[src/rtl/sd_clk_divider_if.sv]
// Control/status bundle between an SD host controller and the SD clock generator.
interface sd_clk_divider_if #(
    parameter int DIV_W = 10
);
    logic             clk_en;
    logic [DIV_W-1:0] div_val;
    logic             div_load;
    logic             sd_clk;
    logic             pos_stb;
    logic             neg_stb;
    logic             div_done;
    logic             ready;
    logic             running;

    // div_load is a one-cycle request with no back-pressure; div_done is the
    // one-cycle acknowledge when the pending divisor becomes the active one.
    modport master (
        output clk_en, div_val, div_load,
        input  sd_clk, pos_stb, neg_stb, div_done, ready, running
    );

    modport slave (
        input  clk_en, div_val, div_load,
        output sd_clk, pos_stb, neg_stb, div_done, ready, running
    );
endinterface

[src/rtl/sd_clk_divider.sv]
// SD-card clock generator: lock-qualified, glitch-free, runtime divisor, with
// launch/sample strobes aligned to the registered sd_clk.
module sd_clk_divider #(
    parameter int DIV_W    = 10,
    parameter int INIT_DIV = 62,
    parameter int LOCK_CYC = 1024
) (
    input  logic            clk,
    input  logic            rst_n,
    input  logic            pll_lock,
    sd_clk_divider_if.slave bus,
    output logic [1:0]      o_dbg_state
);
    localparam int LC_W = $clog2(LOCK_CYC + 1);

    typedef enum logic [1:0] {
        WAIT_LOCK = 2'd0,
        IDLE      = 2'd1,
        RUN       = 2'd2,
        STOPPING  = 2'd3
    } state_t;

    state_t           r_state;
    state_t           w_state_nxt;
    logic             r_lock_s1;
    logic             r_lock_s2;
    logic [LC_W-1:0]  r_lock_cnt;
    logic             w_ready;
    logic [DIV_W-1:0] r_cnt;
    logic [DIV_W-1:0] r_cur_div;
    logic [DIV_W-1:0] r_pend_div;
    logic             r_pend;
    logic             r_sd_clk;
    logic             r_pos_stb;
    logic             r_neg_stb;
    logic             r_div_done;
    logic             r_running;
    logic             w_active;
    logic             w_tick;
    logic             w_rise;
    logic             w_fall;
    logic             w_xfer;

    always_ff @(posedge clk or negedge rst_n) begin
        if (!rst_n) begin
            r_lock_s1  <= 1'b0;
            r_lock_s2  <= 1'b0;
            r_lock_cnt <= '0;
        end else begin
            r_lock_s1 <= pll_lock;
            r_lock_s2 <= r_lock_s1;
            if (!r_lock_s2) begin
                r_lock_cnt <= '0;
            end else if (!w_ready) begin
                r_lock_cnt <= r_lock_cnt + 1'b1;
            end
        end
    end

    assign w_ready = (r_lock_cnt == LC_W'(LOCK_CYC));

    // The divider keeps counting in RUN after clk_en drops only while sd_clk is
    // high, so a high phase always completes; a low phase is simply abandoned.
    assign w_active = r_lock_s2 &&
                      (((r_state == RUN) && (bus.clk_en || r_sd_clk)) || (r_state == STOPPING));
    assign w_tick   = w_active && (r_cnt == r_cur_div);
    assign w_rise   = w_tick && !r_sd_clk;
    assign w_fall   = w_tick && r_sd_clk;
    assign w_xfer   = r_pend && (w_fall || (r_state == IDLE) || (r_state == WAIT_LOCK));

    always_comb begin
        w_state_nxt = r_state;
        if (!r_lock_s2) begin
            w_state_nxt = WAIT_LOCK;
        end else begin
            case (r_state)
                WAIT_LOCK: if (w_ready) w_state_nxt = IDLE;
                IDLE:      if (bus.clk_en) w_state_nxt = RUN;
                RUN: begin
                    if (!bus.clk_en) begin
                        w_state_nxt = (r_sd_clk && !w_tick) ? STOPPING : IDLE;
                    end
                end
                STOPPING:  if (w_fall) w_state_nxt = IDLE;
                default:   w_state_nxt = WAIT_LOCK;
            endcase
        end
    end

    always_ff @(posedge clk or negedge rst_n) begin
        if (!rst_n) begin
            r_state   <= WAIT_LOCK;
            r_running <= 1'b0;
        end else begin
            r_state   <= w_state_nxt;
            r_running <= (w_state_nxt == RUN) || (w_state_nxt == STOPPING);
        end
    end

    always_ff @(posedge clk or negedge rst_n) begin
        if (!rst_n) begin
            r_cnt     <= '0;
            r_sd_clk  <= 1'b0;
            r_pos_stb <= 1'b0;
            r_neg_stb <= 1'b0;
        end else begin
            r_pos_stb <= w_rise;
            r_neg_stb <= w_fall;
            if (w_active) begin
                if (w_tick) begin
                    r_sd_clk <= ~r_sd_clk;
                    r_cnt    <= '0;
                end else begin
                    r_cnt <= r_cnt + 1'b1;
                end
            end else begin
                r_sd_clk <= 1'b0;
                r_cnt    <= '0;
            end
        end
    end

    // A load coinciding with a transfer stays pending; the older value moves.
    always_ff @(posedge clk or negedge rst_n) begin
        if (!rst_n) begin
            r_cur_div  <= DIV_W'(INIT_DIV);
            r_pend_div <= '0;
            r_pend     <= 1'b0;
            r_div_done <= 1'b0;
        end else begin
            r_div_done <= w_xfer;
            if (w_xfer) begin
                r_cur_div <= r_pend_div;
            end
            if (bus.div_load) begin
                r_pend_div <= bus.div_val;
                r_pend     <= 1'b1;
            end else if (w_xfer) begin
                r_pend <= 1'b0;
            end
        end
    end

    assign bus.sd_clk   = r_sd_clk;
    assign bus.pos_stb  = r_pos_stb;
    assign bus.neg_stb  = r_neg_stb;
    assign bus.div_done = r_div_done;
    assign bus.ready    = w_ready;
    assign bus.running  = r_running;
    assign o_dbg_state  = r_state;
endmodule

[src/flat_wrapper.sv]
// flat-port wrapper written by rule: the top's interface ports become plain ports
module sd_clk_divider_flat 
#(
    parameter int DIV_W    = 10,
    parameter int INIT_DIV = 62,
    parameter int LOCK_CYC = 1024
)
  (clk, rst_n, pll_lock, o_dbg_state, bus_clk_en, bus_div_val, bus_div_load, bus_sd_clk, bus_pos_stb, bus_neg_stb, bus_div_done, bus_ready, bus_running);
  sd_clk_divider_if #(.DIV_W(DIV_W)) bus_i ();
  input  logic clk;
  input  logic rst_n;
  input  logic pll_lock;
  output logic [1:0] o_dbg_state;
  input wire logic [$bits(bus_i.clk_en)-1:0] bus_clk_en;
  input wire logic [$bits(bus_i.div_val)-1:0] bus_div_val;
  input wire logic [$bits(bus_i.div_load)-1:0] bus_div_load;
  output wire logic [$bits(bus_i.sd_clk)-1:0] bus_sd_clk;
  output wire logic [$bits(bus_i.pos_stb)-1:0] bus_pos_stb;
  output wire logic [$bits(bus_i.neg_stb)-1:0] bus_neg_stb;
  output wire logic [$bits(bus_i.div_done)-1:0] bus_div_done;
  output wire logic [$bits(bus_i.ready)-1:0] bus_ready;
  output wire logic [$bits(bus_i.running)-1:0] bus_running;
  assign bus_i.clk_en = bus_clk_en;
  assign bus_i.div_val = bus_div_val;
  assign bus_i.div_load = bus_div_load;
  assign bus_sd_clk = bus_i.sd_clk;
  assign bus_pos_stb = bus_i.pos_stb;
  assign bus_neg_stb = bus_i.neg_stb;
  assign bus_div_done = bus_i.div_done;
  assign bus_ready = bus_i.ready;
  assign bus_running = bus_i.running;
  sd_clk_divider #(.DIV_W(DIV_W), .INIT_DIV(INIT_DIV), .LOCK_CYC(LOCK_CYC)) u_core (.clk(clk), .rst_n(rst_n), .pll_lock(pll_lock), .bus(bus_i), .o_dbg_state(o_dbg_state));
endmodule
[config.mk]
export PLATFORM = sky130hd
export DESIGN_NAME = sd_clk_divider_flat
export DESIGN_NICKNAME = d
export VERILOG_FILES = /design/src/rtl/sd_clk_divider_if.sv /design/src/rtl/sd_clk_divider.sv /design/src/flat_wrapper.sv
export SDC_FILE = /design/constraint.sdc
export NUM_CORES = 1
export LEC_CHECK = 0
export ABC_AREA = 1
export BUFFER_PORTS_ARGS = -buffer_cell sky130_fd_sc_hd__buf_4
export CELL_PAD_IN_SITES_DETAIL_PLACEMENT = 1
export CELL_PAD_IN_SITES_GLOBAL_PLACEMENT = 2
export CORE_MARGIN = 2
export CORE_UTILIZATION = 35
export DETAILED_ROUTE_END_ITERATION = 10
export GPL_TIMING_DRIVEN = 0
export HOLD_SLACK_MARGIN = 0.03
export PLACE_DENSITY = 0.83
export SLEW_MARGIN = 20
export SYNTH_ARGS = -nofsm -noshare
export SYNTH_HDL_FRONTEND = slang
export SYNTH_SLANG_ARGS = --single-unit
[constraint.sdc]
create_clock -name clk -period 2 [get_ports clk]
set_input_delay 0.3 -clock clk [delete_from_list [all_inputs] [get_ports clk]]
set_output_delay 0.3 -clock clk [all_outputs]
set_load 0.02 [all_outputs]
==> results.sh <==
export IMPL_hold_ws_ns=0.0146
export IMPL_core_region_area_um2=6460
export IMPL_grt_setup_unrepaired="no"
export IMPL_rows=29
export IMPL_cts_resized=0
export IMPL_power_leakage_nw=1.34
export IMPL_synth_edff_count=0
export IMPL_diodes=0
export IMPL_setup_violations=0
export IMPL_start_kind="flip-flop"
export IMPL_ant_nets=0
export IMPL_cp_buffers_inverters=2
export IMPL_clk_path_buf_depth=2
export IMPL_slew_headroom=0.562
export IMPL_pin_count=23
export IMPL_synth_warning_count=0
export IMPL_drt_pass1_iterations=4
export IMPL_grt_pass1_vias=1763
export IMPL_worst_r2r_setup_slack_ns=0.35
export IMPL_fin_crit_ns=1.80
export IMPL_area_growth_pct=15.2
export IMPL_clk_latency_ns=0.31
export IMPL_place_gp_congestion=0.718
export IMPL_hp_class="input pin to async pin"
export IMPL_grt_usage=0.143
export IMPL_outcome="completed"
export IMPL_die_area_um2=7430
export IMPL_setup_tns_ns=0
export IMPL_ys_flop_type="dfrtp_1"
export IMPL_cp_max_fo=3
export IMPL_max_cap_viol_count=0
export IMPL_syn_area_um2=2360
export IMPL_routedWlPerCell_um=12.4
export IMPL_antenna_found_initial=0
export IMPL_layout_drive_gt1_share=0.152
export IMPL_syn_area_per_cell_um2=8.48
export IMPL_clkTransAtPathRegs_ns=0.10
export IMPL_cts_hold_buffers=0
export IMPL_cts_made_buffers=5
export IMPL_end_kind="primary output"
export IMPL_yosysUniqueCellTypes=29
export IMPL_globalRouteOverflowTotal=0
export IMPL_final_hold_viol_count=0
export IMPL_synthCells=279
export IMPL_dieHeight_um=86.2
export IMPL_p_total_mw=1.95
export IMPL_num_fill_cells=804
export IMPL_fmax_mhz=554
export IMPL_crit_type="flip-flop to primary output"
export IMPL_dp_hpwl_mm=3.46
export IMPL_async_flop_share=1.00
export IMPL_drt_initial_drc_count=73
export IMPL_wl_mm=4.80
export IMPL_synth_nets=297
export IMPL_slowest_stage="dfrtp_1"
export IMPL_root_buffer="clkbuf_8"
export IMPL_ys_seq_area_frac=0.542
export IMPL_final_nets=326
export IMPL_skew_ns=0.00737
export IMPL_fin_crit_sh=0.902
export IMPL_slew_viol_final=0
export IMPL_grt_start_max_net_pins=52
export IMPL_r2r_end="u_core.r_cur_div[8]$_DFFE_PN0P_"
export IMPL_cts_tree="yes"
export IMPL_synth_seq_cells=51
export IMPL_crit_chain="inv_1 > ha_1 > nand4_1 > nor2_1 > buf_4"
export IMPL_num_vias=1841
export IMPL_cp_slowest_stage_delay_ns=0.41
export IMPL_via_per_inst=4.77
export IMPL_power_density_nw_per_um2=715
export IMPL_cts_setup_buffers=0
export IMPL_cp_top_family="flip-flops"
export IMPL_cp_required_ns=1.70
export IMPL_peakVddDrop_mv=0.321
export IMPL_reg2reg_depth=9
export IMPL_r2r_start="u_core.r_cur_div[4]$_DFFE_PN1P_"
export IMPL_cts_htree_levels=2
export IMPL_start_util=0.366
export IMPL_cp_arrival_ns=1.50
export IMPL_die_x_um=86.2
export IMPL_remaining_drc_errors=0
export IMPL_clock_sinks=51
export IMPL_grt_first_pass_wirelength_mm=8.30
export IMPL_io_buffer_count=22
export IMPL_worst_slew_pin_slew_ns=0.657
[state kept, by name, indices dropped and copies added, names as in the netlist, 2 cells and up]
signal / count
u_core.r_pend_div: 10
u_core.o_dbg_state: 2
u_core.r_lock_cnt: 11
u_core.r_cnt: 10
u_core.r_cur_div: 10
[worst max-delay path by stage]
stage | cells past startpoint | startpoint | endpoint | slack (ns)
final | 5 | u_core.r_lock_cnt[0]$_DFFE_PN0P_ | bus_ready | 0.20
after global routing | 5 | u_core.r_lock_cnt[0]$_DFFE_PN0P_ | bus_ready | 0.06
after CTS | 5 | u_core.r_lock_cnt[0]$_DFFE_PN0P_ | bus_ready | 0.20
after detailed placement | 9 | u_core.r_cur_div[5]$_DFFE_PN1P_ | u_core.r_cur_div[8]$_DFFE_PN0P_ | 0.33
after global placement | 9 | u_core.r_lock_s2$_DFF_PN0_ | u_core.r_cur_div[6]$_DFFE_PN0P_ | 0.35
after floorplan | 8 | u_core.bus.sd_clk$_DFFE_PN0P_ | u_core.r_cur_div[6]$_DFFE_PN0P_ | 0.47
[area by class of cell]
type                            instances  area [um^2]  area share
Clock buffer                            6         82.6      0.0303
Tap cell                               77         96.3      0.0354
Timing Repair Buffer                   22          165      0.0606
Clock inverter                          2         16.3     0.00597
Sequential cell                        51         1280       0.471
Inverter                               30          113      0.0413
Buffer                                  6         38.8      0.0142
Multi-Input combinational cell        192          931       0.342
[power by group]
group	total (mW)	switching (mW)	internal, mW	leakage [nW]
Sequential	1.12	0.0343	1.09	0.658
Combinational	0.178	0.105	0.0727	0.637
Clock	0.648	0.365	0.283	0.0474
Total	1.95	0.504	1.44	1.34
[metrics by stage]
stage / std cells / util / instance area (um^2) / setup WS [ns]
floorplan: 279 / - / 2360 / 0.469
global placement: 378 / 0.407 / 2630 / 0.349
detailed placement: 378 / 0.407 / 2630 / 0.334
CTS: 386 / 0.422 / 2730 / 0.197
global route: 386 / 0.422 / 2730 / 0.0640
finish: 386 / 0.422 / 2730 / 0.196
[logic make-up after synthesis]
logic type / share of synthesized area
AND/OR/NAND/NOR: 0.277
flip-flops: 0.542
buffers and inverters: 0.0640
AO/OA/AOI/OAI: 0.0640
XOR/XNOR: 0.0370
adder cells (fa/ha/maj): 0.0159
[cell usage after synthesis, drive strengths merged (2+ instances only)]
cell	count	area share
nor3	6	0.013
a21oi	9	0.024
dfstp	5	0.056
a31oi	2	0.0053
ha	3	0.016
xnor2	6	0.022
nor2	29	0.050
buf	3	0.012
nand2	92	0.15
nand4	4	0.017
inv	30	0.048
xor2	4	0.015
dfrtp	46	0.49
clkbuf	3	0.0048
o21ai	12	0.025
nand3	20	0.042
[placed cells by master (no fill, tap or decap), types with 4 or more instances in the layout]
cell / Yosys / final
nand2_1: 89 / 89
dfrtp_1: 46 / 46
inv_1: 28 / 28
nor2_1: 27 / 27
buf_4: 0 / 22
nand3_1: 20 / 20
o21ai_0: 9 / 9
a21oi_1: 8 / 8
nor3_1: 6 / 6
xnor2_1: 6 / 6
clkbuf_8: 0 / 6
dfstp_2: 5 / 5
xor2_1: 4 / 4
[per-layer routing]
metal	track usage	routed length, um	vias up
met2	0.210	2130	19
met3	0.0352	141	8
met4	0.0597	101	0
met1	0.201	2430	876
li1	-	-	938
met5	0	0	-
(Power assumes the default switching activity.)
